<file path="src/rtl/speed_ramp_sequencer_pkg.sv">
// Shared types, state encodings and helpers for the speed ramp sequencer.
package speed_ramp_sequencer_pkg;

  typedef enum logic [1:0] {
    DIR_NONE  = 2'd0,
    DIR_CW    = 2'd1,
    DIR_CCW   = 2'd2,
    DIR_BRAKE = 2'd3
  } rotation_direction_t;

  typedef logic [2:0] seq_state_t;

  localparam seq_state_t ST_IDLE      = 3'd0;
  localparam seq_state_t ST_RAMP      = 3'd1;
  localparam seq_state_t ST_HOLD      = 3'd2;
  localparam seq_state_t ST_RAMP_DOWN = 3'd3;
  localparam seq_state_t ST_BRAKE     = 3'd4;
  localparam seq_state_t ST_FAULT     = 3'd5;

  // Number of sys_clk cycles in one millisecond.
  function automatic int unsigned clk_ticks_per_ms(input int unsigned clk_freq_hz);
    return clk_freq_hz / 1000;
  endfunction

  // True for the two directions that actually spin the motor.
  function automatic logic is_spin(input rotation_direction_t d);
    return (d == DIR_CW) || (d == DIR_CCW);
  endfunction

endpackage

</file>
<file path="src/rtl/speed_ramp_sequencer_if.sv">
// Command handshake bundle between the command source and the sequencer.
interface speed_ramp_sequencer_if
  import speed_ramp_sequencer_pkg::*;
#(
  parameter int unsigned rpm_width = 12
);
  logic                 cmd_valid;
  logic                 cmd_ready;
  logic [rpm_width-1:0] cmd_rpm;
  rotation_direction_t  cmd_direction;

  modport master (output cmd_valid, output cmd_rpm, output cmd_direction, input cmd_ready);
  modport slave  (input cmd_valid, input cmd_rpm, input cmd_direction, output cmd_ready);
endinterface

</file>
<file path="src/rtl/speed_ramp_sequencer_periodic_tick.sv">
// Free-running divider producing a one-cycle pulse every period_cycles clocks.
module periodic_tick #(
  parameter int unsigned period_cycles = 10,
  parameter int unsigned width = (period_cycles > 1) ? $clog2(period_cycles) : 1
) (
  input  logic sys_clk,
  input  logic reset_n,
  output logic tick
);
  logic [width-1:0] count;
  logic             wrap;

  assign wrap = (count == width'(period_cycles - 1));

  // Count through the period and flag the wrap point one cycle later.
  always_ff @(posedge sys_clk or negedge reset_n) begin
    if (!reset_n) begin
      count <= '0;
      tick  <= 1'b0;
    end else begin
      tick  <= wrap;
      count <= wrap ? '0 : count + width'(1);
    end
  end
endmodule

</file>
<file path="src/rtl/speed_ramp_sequencer.sv">
// Rate-limited speed/direction setpoint generator with reversal sequencing
// and brake-timeout supervision, sitting in front of the speed PI loop.
module speed_ramp_sequencer
  import speed_ramp_sequencer_pkg::*;
#(
  parameter int unsigned clk_freq_hz        = 27_000_000,
  parameter int unsigned rpm_counter_width  = 12,
  parameter int unsigned max_rpm            = 450,
  parameter int unsigned ramp_interval_ms   = 10,
  parameter int unsigned ramp_step_rpm      = 5,
  parameter int unsigned stop_rpm_threshold = 2,
  parameter int unsigned brake_timeout_ms   = 2000
) (
  input  logic                         sys_clk,
  input  logic                         reset_n,
  input  logic                         enable,
  speed_ramp_sequencer_if.slave        cmd,
  input  logic [rpm_counter_width-1:0] rpm,
  input  rotation_direction_t          current_direction,
  input  logic                         clear_fault,
  output logic [rpm_counter_width-1:0] target_rpm,
  output rotation_direction_t          target_direction,
  output logic                         speed_enable,
  output logic                         busy,
  output logic                         fault
);
  localparam int unsigned rw          = rpm_counter_width;
  localparam int unsigned ms_cycles   = clk_ticks_per_ms(clk_freq_hz);
  localparam int unsigned ramp_cycles = ms_cycles * ramp_interval_ms;
  localparam int unsigned tw          = $clog2(brake_timeout_ms + 1);
  localparam logic [rw-1:0] max_w     = rw'(max_rpm);
  localparam logic [rw-1:0] step_w    = rw'(ramp_step_rpm);
  localparam logic [rw-1:0] stop_w    = rw'(stop_rpm_threshold);
  localparam logic [tw-1:0] timeout_w = tw'(brake_timeout_ms);

  seq_state_t          state, state_nxt;
  logic [rw-1:0]       goal_rpm, target_nxt;
  rotation_direction_t goal_dir, dir_nxt;
  logic [tw-1:0]       brake_ms;
  logic                ramp_tick, ms_tick, accept, reversal, stopped;
  logic                unused_dir;

  assign unused_dir    = ^current_direction;
  assign cmd.cmd_ready = (state != ST_FAULT) && enable;
  assign busy          = (state != ST_IDLE) && (state != ST_HOLD);
  assign accept        = cmd.cmd_valid && cmd.cmd_ready;
  assign reversal      = (goal_dir != target_direction) || (goal_rpm == '0);
  assign stopped       = (rpm <= stop_w);

  periodic_tick #(.period_cycles(ramp_cycles)) u_ramp_tick (
    .sys_clk (sys_clk),
    .reset_n (reset_n),
    .tick    (ramp_tick)
  );

  periodic_tick #(.period_cycles(ms_cycles)) u_ms_tick (
    .sys_clk (sys_clk),
    .reset_n (reset_n),
    .tick    (ms_tick)
  );

  // One bounded step from cur toward dst; never overshoots, never wraps below 0.
  function automatic logic [rw-1:0] step_toward(input logic [rw-1:0] cur, input logic [rw-1:0] dst);
    logic [rw-1:0] diff;
    logic [rw-1:0] res;
    if (cur < dst) begin
      diff = dst - cur;
      res  = cur + ((diff > step_w) ? step_w : diff);
    end else begin
      diff = cur - dst;
      res  = cur - ((diff > step_w) ? step_w : diff);
    end
    return res;
  endfunction

  // Goal latch: last accepted command wins; cleared while disabled or faulted.
  always_ff @(posedge sys_clk or negedge reset_n) begin
    if (!reset_n) begin
      goal_rpm <= '0;
      goal_dir <= DIR_NONE;
    end else if (!enable || (state == ST_FAULT)) begin
      goal_rpm <= '0;
      goal_dir <= DIR_NONE;
    end else if (accept) begin
      goal_dir <= cmd.cmd_direction;
      goal_rpm <= is_spin(cmd.cmd_direction) ?
                  ((cmd.cmd_rpm > max_w) ? max_w : cmd.cmd_rpm) : '0;
    end
  end

  // Brake timer in milliseconds; held at zero outside BRAKE so entry starts fresh.
  always_ff @(posedge sys_clk or negedge reset_n) begin
    if (!reset_n) begin
      brake_ms <= '0;
    end else if (state != ST_BRAKE) begin
      brake_ms <= '0;
    end else if (ms_tick && (brake_ms < timeout_w)) begin
      brake_ms <= brake_ms + tw'(1);
    end
  end

  // Next-state and next-output decode.
  always_comb begin
    state_nxt  = state;
    target_nxt = target_rpm;
    dir_nxt    = target_direction;
    case (state)
      ST_IDLE: begin
        if (is_spin(goal_dir) && (goal_rpm != '0)) begin
          dir_nxt   = goal_dir;
          state_nxt = ST_RAMP;
        end else if (goal_dir == DIR_BRAKE) begin
          state_nxt = ST_BRAKE;
        end
      end
      ST_RAMP: begin
        if (reversal) begin
          state_nxt = ST_RAMP_DOWN;
          if (ramp_tick) target_nxt = step_toward(target_rpm, '0);
        end else if (target_rpm == goal_rpm) begin
          state_nxt = ST_HOLD;
        end else if (ramp_tick) begin
          target_nxt = step_toward(target_rpm, goal_rpm);
        end
      end
      ST_HOLD: begin
        if (reversal)                    state_nxt = ST_RAMP_DOWN;
        else if (target_rpm != goal_rpm) state_nxt = ST_RAMP;
      end
      ST_RAMP_DOWN: begin
        if (!reversal) begin
          state_nxt = ST_RAMP;
        end else if (target_rpm == '0) begin
          state_nxt = (goal_dir == DIR_NONE) ? ST_IDLE : ST_BRAKE;
        end else if (ramp_tick) begin
          target_nxt = step_toward(target_rpm, '0);
        end
      end
      ST_BRAKE: begin
        if (stopped) begin
          if (is_spin(goal_dir) && (goal_rpm != '0)) begin
            dir_nxt   = goal_dir;
            state_nxt = ST_RAMP;
          end else begin
            state_nxt = ST_IDLE;
          end
        end else if (brake_ms >= timeout_w) begin
          state_nxt = ST_FAULT;
        end
      end
      ST_FAULT: begin
        if (clear_fault) state_nxt = ST_IDLE;
      end
      default: state_nxt = ST_IDLE;
    endcase
    if (!enable && (state != ST_FAULT)) state_nxt = ST_IDLE;
    case (state_nxt)
      ST_IDLE, ST_FAULT: begin
        target_nxt = '0;
        dir_nxt    = DIR_NONE;
      end
      ST_BRAKE: begin
        target_nxt = '0;
        dir_nxt    = DIR_BRAKE;
      end
      default: ;
    endcase
  end

  // State and registered outputs.
  always_ff @(posedge sys_clk or negedge reset_n) begin
    if (!reset_n) begin
      state            <= ST_IDLE;
      target_rpm       <= '0;
      target_direction <= DIR_NONE;
      speed_enable     <= 1'b0;
      fault            <= 1'b0;
    end else begin
      state            <= state_nxt;
      target_rpm       <= target_nxt;
      target_direction <= dir_nxt;
      speed_enable     <= (state_nxt != ST_IDLE) && (state_nxt != ST_FAULT);
      fault            <= (state_nxt == ST_FAULT);
    end
  end

endmodule

</file>
<file path="src/flat_wrapper.sv">
// flat-port wrapper written by rule: the top's interface ports become plain ports
module speed_ramp_sequencer_flat import speed_ramp_sequencer_pkg::*;
#(
  parameter int unsigned clk_freq_hz        = 27_000_000,
  parameter int unsigned rpm_counter_width  = 12,
  parameter int unsigned max_rpm            = 450,
  parameter int unsigned ramp_interval_ms   = 10,
  parameter int unsigned ramp_step_rpm      = 5,
  parameter int unsigned stop_rpm_threshold = 2,
  parameter int unsigned brake_timeout_ms   = 2000
)
  (sys_clk, reset_n, enable, rpm, current_direction, clear_fault, target_rpm, target_direction, speed_enable, busy, fault, cmd_cmd_valid, cmd_cmd_rpm, cmd_cmd_direction, cmd_cmd_ready);
  speed_ramp_sequencer_if #(.rpm_width(12)) cmd_i ();
  input  logic sys_clk;
  input  logic reset_n;
  input  logic enable;
  input  logic [rpm_counter_width-1:0] rpm;
  input  rotation_direction_t current_direction;
  input  logic clear_fault;
  output logic [rpm_counter_width-1:0] target_rpm;
  output rotation_direction_t target_direction;
  output logic speed_enable;
  output logic busy;
  output logic fault;
  input wire logic [$bits(cmd_i.cmd_valid)-1:0] cmd_cmd_valid;
  input wire logic [$bits(cmd_i.cmd_rpm)-1:0] cmd_cmd_rpm;
  input wire logic [$bits(cmd_i.cmd_direction)-1:0] cmd_cmd_direction;
  output wire logic [$bits(cmd_i.cmd_ready)-1:0] cmd_cmd_ready;
  assign cmd_i.cmd_valid = cmd_cmd_valid;
  assign cmd_i.cmd_rpm = cmd_cmd_rpm;
  assign cmd_i.cmd_direction = cmd_cmd_direction;
  assign cmd_cmd_ready = cmd_i.cmd_ready;
  speed_ramp_sequencer #(.clk_freq_hz(clk_freq_hz), .rpm_counter_width(rpm_counter_width), .max_rpm(max_rpm), .ramp_interval_ms(ramp_interval_ms), .ramp_step_rpm(ramp_step_rpm), .stop_rpm_threshold(stop_rpm_threshold), .brake_timeout_ms(brake_timeout_ms)) u_core (.sys_clk(sys_clk), .reset_n(reset_n), .enable(enable), .cmd(cmd_i), .rpm(rpm), .current_direction(current_direction), .clear_fault(clear_fault), .target_rpm(target_rpm), .target_direction(target_direction), .speed_enable(speed_enable), .busy(busy), .fault(fault));
endmodule
</file>
<file path="config.mk">
export PLATFORM = sky130hd
export DESIGN_NAME = speed_ramp_sequencer_flat
export DESIGN_NICKNAME = d
export VERILOG_FILES = /design/src/rtl/speed_ramp_sequencer_pkg.sv /design/src/rtl/speed_ramp_sequencer_if.sv /design/src/rtl/speed_ramp_sequencer_periodic_tick.sv /design/src/rtl/speed_ramp_sequencer.sv /design/src/flat_wrapper.sv
export SDC_FILE = /design/constraint.sdc
export NUM_CORES = 1
export LEC_CHECK = 0
export CORE_AREA = 2 2 101 103
export DETAILED_ROUTE_END_ITERATION = 10
export DIE_AREA = 0 0 103 105
export DONT_BUFFER_PORTS = 1
export GPL_ROUTABILITY_DRIVEN = 0
export PLACE_DENSITY = 0.79
export RECOVER_POWER = 50
export SETUP_SLACK_MARGIN = 0.05
export SLEW_MARGIN = 30
export SYNTH_ARGS = -nofsm -noshare
export SYNTH_HDL_FRONTEND = slang
export SYNTH_SLANG_ARGS = --single-unit
</file>
<file path="constraint.sdc">
create_clock -name sys_clk -period 5.5 [get_ports sys_clk]
set_input_delay 1.1 -clock sys_clk [delete_from_list [all_inputs] [get_ports sys_clk]]
set_output_delay 1.1 -clock sys_clk [all_outputs]
set_load 0.005 [all_outputs]
</file>
Yosys cells after proc, flatten, opt, wreduce, memory -nomap -nowiden

Cells that the tools add are included.

Bits in registers: 80
Latch bits: 0
RAM bits: 0
Memory bits (read-only): 0
Input port bits: 33
Output and inout port bits: 18
Logic and storage cells: 129
Memories kept: 0

Add/subtract/negate cells: 10
Multipliers: 0
Div/mod/pow operators: 0
Order comparisons: 10
Equality and inequality tests: 26
Shift-type cells: 0
Muxes and demuxes: 43
Bitwise logic cells: 0
Reduce and logical (&&, ||, !) cells: 28

Operators by type and width:

| cell                    | number |
|---|---|
| $mux W12                | 17 |
| $gt A12 B3 Y1 const B   | 4 |
| $sub A12 B12 Y12        | 4 |
| $mux W3                 | 13 |
| $add A12 B12 Y12        | 2 |
| $logic_not A12 Y1       | 2 |
| $pmux W12 S2            | 1 |
| $mux W11                | 2 |
| $add A19 B1 Y19 const B | 1 |
| $eq A19 B19 Y1 const B  | 1 |
| $mux W19                | 1 |
| $pmux W3 S6             | 1 |
| $add A15 B1 Y15 const B | 1 |
| $eq A15 B15 Y1 const B  | 1 |
| $mux W15                | 1 |
| $eq A12 B12 Y1          | 1 |
| $eq A3 B3 Y1 const B    | 4 |
| $gt A12 B9 Y1 const B   | 1 |
| $le A12 B2 Y1 const B   | 1 |
| $lt A12 B1 Y1 const B   | 1 |
| $lt A12 B12 Y1          | 1 |
| $ne A12 B12 Y1          | 1 |
| $ne A3 B3 Y1 const B    | 4 |
| $reduce_bool A12 Y1     | 1 |
| other kinds (27)        | 50 |

Depth between registers and ports, before layout

Gate-level depths: netlist of run 1.

Depth in word-level cells: 11
Mapped depth: 24
Mapped depth without buffers: 23

Hierarchy

From an unflattened synthesis of run 1, not the netlist that was laid out.

Cells, all modules: 721
Area total of the unflattened synthesis: 6298.5 µm²

By module, submodules not included:

| module                              | times used | cells each | area an instance (µm²) | sequential area each (µm²) |
|---|---|---|---|---|
| speed_ramp_sequencer                | 1          | 568        | 4629.4                 | 1101.1 |
| periodic_tick at u_core.u_ramp_tick | 1          | 85         | 919.6                  | 500.5 |
| periodic_tick at u_core.u_ms_tick   | 1          | 68         | 749.5                  | 400.4 |

Least setup slack after synthesis of run 1

OpenSTA, ideal clock, no wires.

Path type: reg-to-reg
Start: reg u_core.target_rpm[1]
End: reg u_core.target_rpm[10]
Library setup time: 0.094 ns
Arrival time: 4.763 ns
Required time: 5.406 ns
Slack: 0.643 ns
Stages on the path, launching flop included: 23
Path buffers: 0
Clock period less this slack: 4.857 ns
Cells stage by stage: dfrtp_1 -> inv_1 -> ha_1 -> nor2b_4 -> o21a_1 -> or4_1 -> a21oi_1 -> nand4_2 -> nor3_1 -> nand2b_1 -> ha_1 -> xor2_1 -> o2bb2ai_1 -> ha_1 -> nor2b_1 -> o21ai_0 -> nand2b_1 -> a21o_1 -> a21oi_1 -> o21ai_0 -> o311ai_0 -> a21oi_1 -> a211oi_1

Longest elaborated chain between the ends: 10
Elaborated cells between the ends (all ways): 48
Those cells by class: add/sub: 7; order compare: 6; eq/ne: 8; mux: 22; reduce/logical: 5

RTL lines:

| what                                                        | RTL line                                                 | RTL |
|---|---|---|
| from (decl)                                                 | speed_ramp_sequencer.sv:21                               | `output logic [rpm_counter_width-1:0] target_rpm,` |
| from (signal assigned)                                      | speed_ramp_sequencer.sv:180                              | `target_rpm <= target_nxt;` |
| $sub A1 B12 Y12, or another cell as far along               | speed_ramp_sequencer.sv:67                               | `diff = dst - cur;` |
| $gt A12 B3 Y1, on equally long branches                     | speed_ramp_sequencer.sv:68, speed_ramp_sequencer.sv:71   |  |
| $mux W12, on equally long branches                          | speed_ramp_sequencer.sv:68, speed_ramp_sequencer.sv:71   |  |
| $add A12 B12 Y12 / $sub A12 B12 Y12 (equally long branches) | speed_ramp_sequencer.sv:68, speed_ramp_sequencer.sv:71   |  |
| $mux W12                                                    | speed_ramp_sequencer.sv:66                               | `if (cur < dst) begin` |
| $mux W12, on equally long branches                          | speed_ramp_sequencer.sv:135, speed_ramp_sequencer.sv:122 |  |
| $mux W12, on equally long branches                          | speed_ramp_sequencer.sv:133, speed_ramp_sequencer.sv:120 |  |
| $mux W12, on equally long branches                          | speed_ramp_sequencer.sv:131, speed_ramp_sequencer.sv:117 |  |
| $pmux W12 S2                                                | speed_ramp_sequencer.sv:107                              | `case (state)` |
| $mux W12                                                    | speed_ramp_sequencer.sv:157                              | `case (state_nxt)` |

Several ways; a longest one is shown, not always the timed one. The select of a mux whose other input is x is not followed.
A chain may end at the register's enable or synchronous reset.

Final worst setup path of run 1

Start: reg u_core.target_rpm[0]
End: reg u_core.target_rpm[9]

The elaborated chain is that of the path after synthesis.

==> impl_results.md, run 1 <==
* Chip Height at 105 um
* Number of clock sinks at 80
* Number of buffers inserted by post-CTS setup repair at 0
* Hold Crit Class: input port to asynchronous set/reset pin
* Crit share post-route at 0.9269
* Instance count of the mapped netlist at 734
* Number of synthesized flops with an enable pin at 0
* Kind of start point of the critical path: register
* Total GRT Usage at 0.2758
* Reg-to-reg startpoint: u_core.target_rpm[0]
* Yosys reg bits at 80
* Post-synth top area share at 0.3207
* Critical Path Fanout Max at 5
* Ports placed on the boundary at 51
* Crit path kind: register to register
* Average vias per placed instance at 6.101
* F_max at 0.1962 GHz
* Number of buffers inserted during clock tree synthesis at 9
* Sequential fraction of the synthesis area at 0.3207
* Number of H-tree branching levels at 3
* Clock skew after layout at 0.01452 ns
* Cell at the root of the clock tree: sky130_fd_sc_hd__clkbuf_8
* CP max-delay cell: sky130_fd_sc_hd__dfrtp_1
* # Max-Cap Violations at 0
* Post-DP HPWL at approximately 11000 um
* Async set-reset flop share out of synthesis at 1.000
* Number of inserted diodes at 0
* Required @ worst endpoint at just under 6 ns
* Final TNS setup at 0 ns
* Horizontal die dimension at slightly above 100 um
* Antenna violations before repair at 0
* Effective utilization at floorplan at 0.6476
* Die area at 10820 um2
* Global-route wire length before repair at 23900 um
* Count of TritonRoute iterations in the first routing pass at 5
* P&R area growth vs syn at 6.755%
* Start point of the critical path: u_core.target_rpm[0]
* Std cell rows at 36
* Top post-synthesis cells by count: 82 x sky130_fd_sc_hd__nor2_1, 80 x sky130_fd_sc_hd__dfrtp_1, 60 x sky130_fd_sc_hd__nand2_1
* Netlist area before placement at 6242 um2
* Overflow left after global routing at 0
* Routed vias at 5387
* Clk buf depth at 2
* Leading cell type by number of instances after synthesis: sky130_fd_sc_hd__nor2_1
* Dominant synthesized flop cell: sky130_fd_sc_hd__dfrtp_1
* Iteration-0 DRC Markers at 305
* Worst max-slew margin expressed relative to the limit at 0.4946
* Critical Path End Type: register
* Pin count of the biggest net entering global routing at approximately 80
* Delay of the slowest cell on the worst path at roughly 0.46 ns
* Final setup violating endpoints at 0
* Vias in the first global route at 5154
* Buffers added on ports at 0
* Setup repair after global routing missed its margin: false
* Yosys warnings at 0
* Static leakage at 0.002892 uW
* DP Cell Count at 867
* Share of layout cells above drive strength 1 at 0.06800
* Clk_lat worst skew at 0.36 ns
* Pwr per Cell Area at 381.7 nW/um2
* Number of cells in the finished layout apart from fillers at 883
* Count of pins over their slew limit at 0
* Most frequent cell on the critical path: sky130_fd_sc_hd__ha_1
* WHS at 0.4227 ns
* Arrival time of the worst setup path at roughly 5.4 ns
* Slew @ Worst Pin at 0.7501 ns
* Netlist cell types at 69
* CTS tree: yes
* Drc violations at 0
* Worst ir drop on vdd at slightly below 0.2 mV
* Average instance area after synthesis at 8.504 um2
* Remaining antenna violation count after routing at 0
* Final Hold Violating Endpoints at 0
* Period minus WS final at 5.098 ns
* Core Area at 9639 um2
* Average wire per cell in the routed design at 16.49 um
* Clock transition at the registers of the reported paths at 0.10 ns
* Total routed wirelength at 14560 um
* Critical Path, Cell by Cell: ha_1 -> fa_1 -> nor2b_1 -> o21ai_0 -> o22ai_1 -> nor3_1 -> a211o_1 -> nor3_2 -> nand2b_1 -> ha_1 -> xor2_1 -> o2bb2ai_1 -> ha_1 -> o21a_1 -> o31a_1 -> o211ai_1 -> a21boi_0 -> o31ai_2 -> nand2b_1 -> xor2_1 -> a21oi_1 -> a311oi_1
* Final nets at 836
* Status: finished clean
* Synth top area cells: sky130_fd_sc_hd__dfrtp_1 32%, sky130_fd_sc_hd__ha_1 11%, sky130_fd_sc_hd__nor2_1 4.9%
* Largest area contributor in the synthesized netlist: sky130_fd_sc_hd__dfrtp_1
-- worst max-delay path: cells and delay by family, from the launching register on --
kind            cells  cell delay, ns
simple gates        5            0.76
xor+xnor            2            0.32
compound gates     11            2.19
fa+ha+maj           4            1.26
flops               1            0.46
-- area by class of cell --
cell class | count | area, um2
clock buffers | 9 | 123.9
fillers | 781 | 2975
flip-flops and latches | 80 | 2002
well taps | 133 | 166.4
clock inverters | 7 | 61.31
inverters | 41 | 153.9
repair buffers | 14 | 105.1
multi-input cells | 599 | 4051
-- power breakdown --
group / leakage (uW) / switching (uW) / internal [uW] / total [uW]
clock: 0.0000940 / 250 / 174 / 424
sequential: 0.00108 / 34.5 / 613 / 648
combinational: 0.00172 / 842 / 630 / 1470
-- worst paths after layout --
check	cells past startpoint	slack, ns	endpoint
worst min register to register	1	0.47	u_core.u_ramp_tick.count[0]
worst max register to register	22	0.40	u_core.target_rpm[9]
worst max-delay path	22	0.40	u_core.target_rpm[9]
max in group asynchronous	0	4.89	u_core.u_ramp_tick.count[8]
min in group sys_clk	1	0.47	u_core.u_ramp_tick.count[0]
worst min-delay path	0	0.42	u_core.target_rpm[3]
-- registers in the layout, indices dropped and copies added, names as in the netlist --
| register | cells |
|---|---|
| u_core.goal_dir | 2 |
| u_core.target_direction | 2 |
| u_core.target_rpm | 12 |
| u_core.goal_rpm | 12 |
| u_core.u_ms_tick.count | 15 |
| u_core.brake_ms | 11 |
| u_core.u_ramp_tick.tick | 1 |
| u_core.speed_enable | 1 |
| u_core.u_ramp_tick.count | 19 |
| u_core.state | 3 |
| u_core.fault | 1 |
| u_core.u_ms_tick.tick | 1 |
-- per-stage QoR --
stage                 util  power [uW]  area [um2]  worst slack, ns
finish              0.6913        2544        6664           0.4023
global placement    0.6697        2042        6455           0.4995
global route        0.6913        2722        6664          0.07731
detailed placement  0.6697        2092        6455           0.3220
CTS                 0.6889        2516        6640           0.3023
floorplan                -        1805        6269           0.6431
-- cell usage in the layout (no fill, tap or decap), types with 6 or more instances in the layout --
cell,instances
sky130_fd_sc_hd__mux2i_1,7
sky130_fd_sc_hd__inv_1,40
sky130_fd_sc_hd__nand2_1,60
sky130_fd_sc_hd__clkbuf_8,9
sky130_fd_sc_hd__and3_1,8
sky130_fd_sc_hd__and2_1,9
sky130_fd_sc_hd__a21o_1,8
sky130_fd_sc_hd__nand3_1,23
sky130_fd_sc_hd__nor2b_1,17
sky130_fd_sc_hd__nor2_1,82
sky130_fd_sc_hd__nor3_1,18
sky130_fd_sc_hd__xnor2_1,27
sky130_fd_sc_hd__a211oi_1,9
sky130_fd_sc_hd__o21ai_0,39
sky130_fd_sc_hd__nor4_1,11
sky130_fd_sc_hd__conb_1,8
sky130_fd_sc_hd__nand2b_1,11
sky130_fd_sc_hd__ha_1,54
sky130_fd_sc_hd__o21a_1,14
sky130_fd_sc_hd__xor2_1,30
sky130_fd_sc_hd__buf_4,14
sky130_fd_sc_hd__nand4_1,14
sky130_fd_sc_hd__o211ai_1,6
sky130_fd_sc_hd__or3_1,11
sky130_fd_sc_hd__a21oi_1,51
sky130_fd_sc_hd__dfrtp_1,80
sky130_fd_sc_hd__a22o_1,7
-- layer usage --
| metal | track usage | vias up | share of wire | wire (um) |
|---|---|---|---|---|
| li1 | - | 2624 | - | - |
| met1 | 0.3577 | 2570 | 0.43 | 6286 |
| met2 | 0.4513 | 162 | 0.48 | 7032 |
| met3 | 0.05084 | 31 | 0.053 | 765 |
| met4 | 0.1090 | 0 | 0.032 | 473 |
| met5 | 0 | - | 0 | 0 |
-- what timing repair did --
item,in CTS,in global routing
endpoints found under the setup margin,0,3
hold buffers,0,0
gates resized for setup,0,4
-- cell families after synthesis --
logic type      synth area share
flops                     0.3207
simple gates              0.2263
fa+ha+maj                 0.1211
mux                      0.01483
xor+xnor                 0.08138
other cells            0.0006007
buf+inv                  0.03828
compound gates            0.1968
Power figures use the tool's default switching activity.
==> run 2, diff against run 1 <==
--- a/config.mk
+++ b/config.mk
@@ -5,12 +5,12 @@
 export SDC_FILE = /design/constraint.sdc
 export NUM_CORES = 1
 export LEC_CHECK = 0
-export CORE_AREA = 2 2 101 103
+export CORE_AREA = 2 2 98 100
 export DETAILED_ROUTE_END_ITERATION = 10
-export DIE_AREA = 0 0 103 105
+export DIE_AREA = 0 0 100 102
 export DONT_BUFFER_PORTS = 1
 export GPL_ROUTABILITY_DRIVEN = 0
-export PLACE_DENSITY = 0.79
+export PLACE_DENSITY = 0.84
 export RECOVER_POWER = 50
 export SETUP_SLACK_MARGIN = 0.05
 export SLEW_MARGIN = 30
==> constraint.sdc (replaced) <==
create_clock -name sys_clk -period 5.9 [get_ports sys_clk]
set_input_delay 1.18 -clock sys_clk [delete_from_list [all_inputs] [get_ports sys_clk]]
set_output_delay 1.18 -clock sys_clk [all_outputs]
set_load 0.005 [all_outputs]
==> impl_results.md, run 2 (synthesis gave the netlist of run 1 again) <==
* Status: finished clean
* Vias in the first global route at 5239 (+1.6%)
* Most frequent cell on the critical path: sky130_fd_sc_hd__ha_1
* Number of buffers inserted by post-CTS setup repair at 0 (unchanged)
* Static leakage at 0.002856 uW (-1.2%)
* Slew @ Worst Pin at 0.8202 ns (+0.07004 ns)
* Ports placed on the boundary at 51 (unchanged)
* Final nets at 829 (-0.84%)
* Clk_lat worst skew at 0.35 ns (about the same)
* Number of buffers inserted during clock tree synthesis at 9 (unchanged)
* Final TNS setup at 0 ns (unchanged)
* Critical Path, Cell by Cell: inv_1 -> ha_1 -> nand4_1 -> a211oi_2 -> a2111oi_4 -> xnor2_1 -> nor3_2 -> and2_1 -> ha_1 -> xor2_1 -> o2bb2ai_1 -> ha_1 -> nor2b_1 -> o21ai_0 -> nand2b_1 -> a21o_1 -> a21oi_1 -> o21ai_0 -> o311ai_0 -> a21oi_1 -> a211oi_1
* Post-DP HPWL at 10970 um (-1.4%)
* Top reg by flops: u_core.u_ramp_tick.count
* Number of inserted diodes at 0 (unchanged)
* Clock transition at the registers of the reported paths at 0.09 ns (about the same)
* Hold Crit Class: register to register
* Std cell rows at 35 (-2.8%)
* Overflow left after global routing at 0 (unchanged)
* Routed vias at 5329 (-1.1%)
* Critical Path End Type: register
* Horizontal die dimension at 100 um (-2.9%)
* Setup Slack @ Placement at 0.5841 ns (+0.2621 ns)
* Delay of the slowest cell on the worst path at 0.59 ns (+0.13 ns)
* Crit path kind: register to register
* Number of H-tree branching levels at 3 (unchanged)
* Top Registers: u_core.u_ramp_tick.count: 19 flops, u_core.u_ms_tick.count: 15 flops
* Die area at 10200 um2 (-5.7%)
* Setup repair after global routing missed its margin: false
* Most frequent standard cell in the layout excluding fill and tap cells: sky130_fd_sc_hd__nor2_1
* Delay-heaviest family, CP: compound AO/OA/AOI/OAI gates
* Kind of start point of the critical path: register
* Core Area at 9109 um2 (-5.5%)
* Required @ worst endpoint at 6.17 ns (+0.40 ns)
* Clk buf depth at 2 (unchanged)
* Chip Height at 102 um (-2.9%)
* Clock skew after layout at 0.01303 ns (-0.001487 ns)
* Standard cell area after detailed placement at 6375 um2 (-1.2%)
* F_max at 0.1882 GHz (-4.1%)
* P&R area growth vs syn at 5.211%
* Remaining antenna violation count after routing at 0 (unchanged)
* Global-route wire length before repair at 24110 um (+0.87%)
* Share of layout cells above drive strength 1 at 0.05518 (-0.01282)
* Period minus WS final at 5.313 ns (+0.2153 ns)
* Number of cells in the finished layout apart from fillers at 854 (-3.3%)
* Number of clock sinks at 80 (unchanged)
* Crit share post-route at 0.9005 (-0.02634)
* Cell at the root of the clock tree: sky130_fd_sc_hd__clkbuf_8
* Count of TritonRoute iterations in the first routing pass at 5 (unchanged)
* Combined buffer and inverter count along the critical path at 1 (+1)
* Buffers added on ports at 0 (unchanged)
* Critical Path Fanout Max at 15 (+10)
* Total routed wirelength at 14310 um (-1.7%)
* Average vias per placed instance at 6.240 (+2.3%)
* Drc violations at 0 (unchanged)
* Arrival time of the worst setup path at 5.58 ns (+0.22 ns)
* Non-Filler Cell Area, Final at 6568 um2 (-1.4%)
* Iteration-0 DRC Markers at 251 (-18%)
* Antenna violations before repair at 0 (unchanged)
* # Max-Cap Violations at 0 (unchanged)
* Worst ir drop on vdd at 0.1931 mV (+0.19%)
* CTS tree: yes
* Final Hold Violating Endpoints at 0 (unchanged)
* Pin count of the biggest net entering global routing at 81 (unchanged)
* Max reg flops at 19 (unchanged)
* Total GRT Usage at 0.2942 (+0.01839)
* Min setup slack post-route at 0.5870 ns (+0.1847 ns)
* Worst max-slew margin expressed relative to the limit at 0.4474 (-0.04719)
* Effective utilization at floorplan at 0.6853 (+0.03772)
* Count of pins over their slew limit at 0 (unchanged)
* DP Cell Count at 838 (-3.3%)
* CP max-delay cell: sky130_fd_sc_hd__ha_1
* Final setup violating endpoints at 0 (unchanged)
* Number of hold buffers added after cts at 0 (unchanged)
* Average wire per cell in the routed design at 16.76 um (+1.7%)
* Most used cells in the layout excluding fill and tap cells: 82 x sky130_fd_sc_hd__nor2_1, 80 x sky130_fd_sc_hd__dfrtp_1, 60 x sky130_fd_sc_hd__nand2_1, 54 x sky130_fd_sc_hd__ha_1, 51 x sky130_fd_sc_hd__a21oi_1
* Pwr per Cell Area at 358.3 nW/um2 (-6.1%)
## run 2: worst register-to-register path, stage by stage, from the launching register on
cell	delay, ns
sky130_fd_sc_hd__dfrtp_1	0.53
sky130_fd_sc_hd__inv_1	0.15
sky130_fd_sc_hd__ha_1	0.59
sky130_fd_sc_hd__nand4_1	0.21
sky130_fd_sc_hd__a211oi_2	0.37
sky130_fd_sc_hd__a2111oi_4	0.07
sky130_fd_sc_hd__xnor2_1	0.49
sky130_fd_sc_hd__nor3_2	0.15
sky130_fd_sc_hd__and2_1	0.20
sky130_fd_sc_hd__ha_1	0.20
sky130_fd_sc_hd__xor2_1	0.16
sky130_fd_sc_hd__o2bb2ai_1	0.12
sky130_fd_sc_hd__ha_1	0.33
sky130_fd_sc_hd__nor2b_1	0.15
sky130_fd_sc_hd__o21ai_0	0.16
sky130_fd_sc_hd__nand2b_1	0.11
sky130_fd_sc_hd__a21o_1	0.18
sky130_fd_sc_hd__a21oi_1	0.23
sky130_fd_sc_hd__o21ai_0	0.22
sky130_fd_sc_hd__o311ai_0	0.34
sky130_fd_sc_hd__a21oi_1	0.08
sky130_fd_sc_hd__a211oi_1	0.19
## run 2: through the flow
step,hold slack [ns],total power (uW),util
after floorplan,0.4329,1682,-
after global placement,0.4437,1886,0.6999
after detailed placement,0.4507,1943,0.6999
after CTS,0.4646,2335,0.7205
after global routing,0.4837,2536,0.7210
final,0.4604,2353,0.7210
## run 2: repair_timing
| item | CTS | global route |
|---|---|---|
| hold endpoints to repair | 0 | 0 |
| setup endpoints to repair | 0 | 3 |
| resized for setup | 0 | 1 |
## run 2: path summary, 6_finish.rpt
kind	from	endpoint	slack, ns	cells after the start
max in group asynchronous	reset_n	u_core.goal_rpm[8]	5.20	0
setup / recovery	u_core.target_rpm[9]	u_core.target_rpm[10]	0.59	21
hold reg to reg	u_core.u_ramp_tick.count[0]	u_core.u_ramp_tick.count[0]	0.46	1
min in group asynchronous	reset_n	u_core.target_rpm[0]	0.51	0
hold / removal	u_core.u_ramp_tick.count[0]	u_core.u_ramp_tick.count[0]	0.46	1
setup reg to reg	u_core.target_rpm[9]	u_core.target_rpm[10]	0.59	21
## run 2: report_power, final
part	leakage [uW]	switching (uW)	internal, uW
clock network	0.0000934	225	161
logic	0.00168	779	578
registers	0.00108	37.8	572
total	0.00286	1040	1310
## run 2: per-layer routing
metal,up-vias,track usage,part of all wire,routed length [um]
li1,2615,-,-,-
met1,2535,0.3582,0.42,6067
met2,139,0.5104,0.50,7160
met3,40,0.06156,0.042,601
met4,0,0.1264,0.034,482
met5,-,0,0,0
## run 2: area by class of cell
cell class              count  area [um2]
repair buffers              7       52.55
clock inverters             7       63.81
inverters                  41       153.9
clock buffers               9       123.9
well taps                 111       138.9
multi-input cells         599        4033
flip-flops and latches     80        2002
fillers                   726        2541
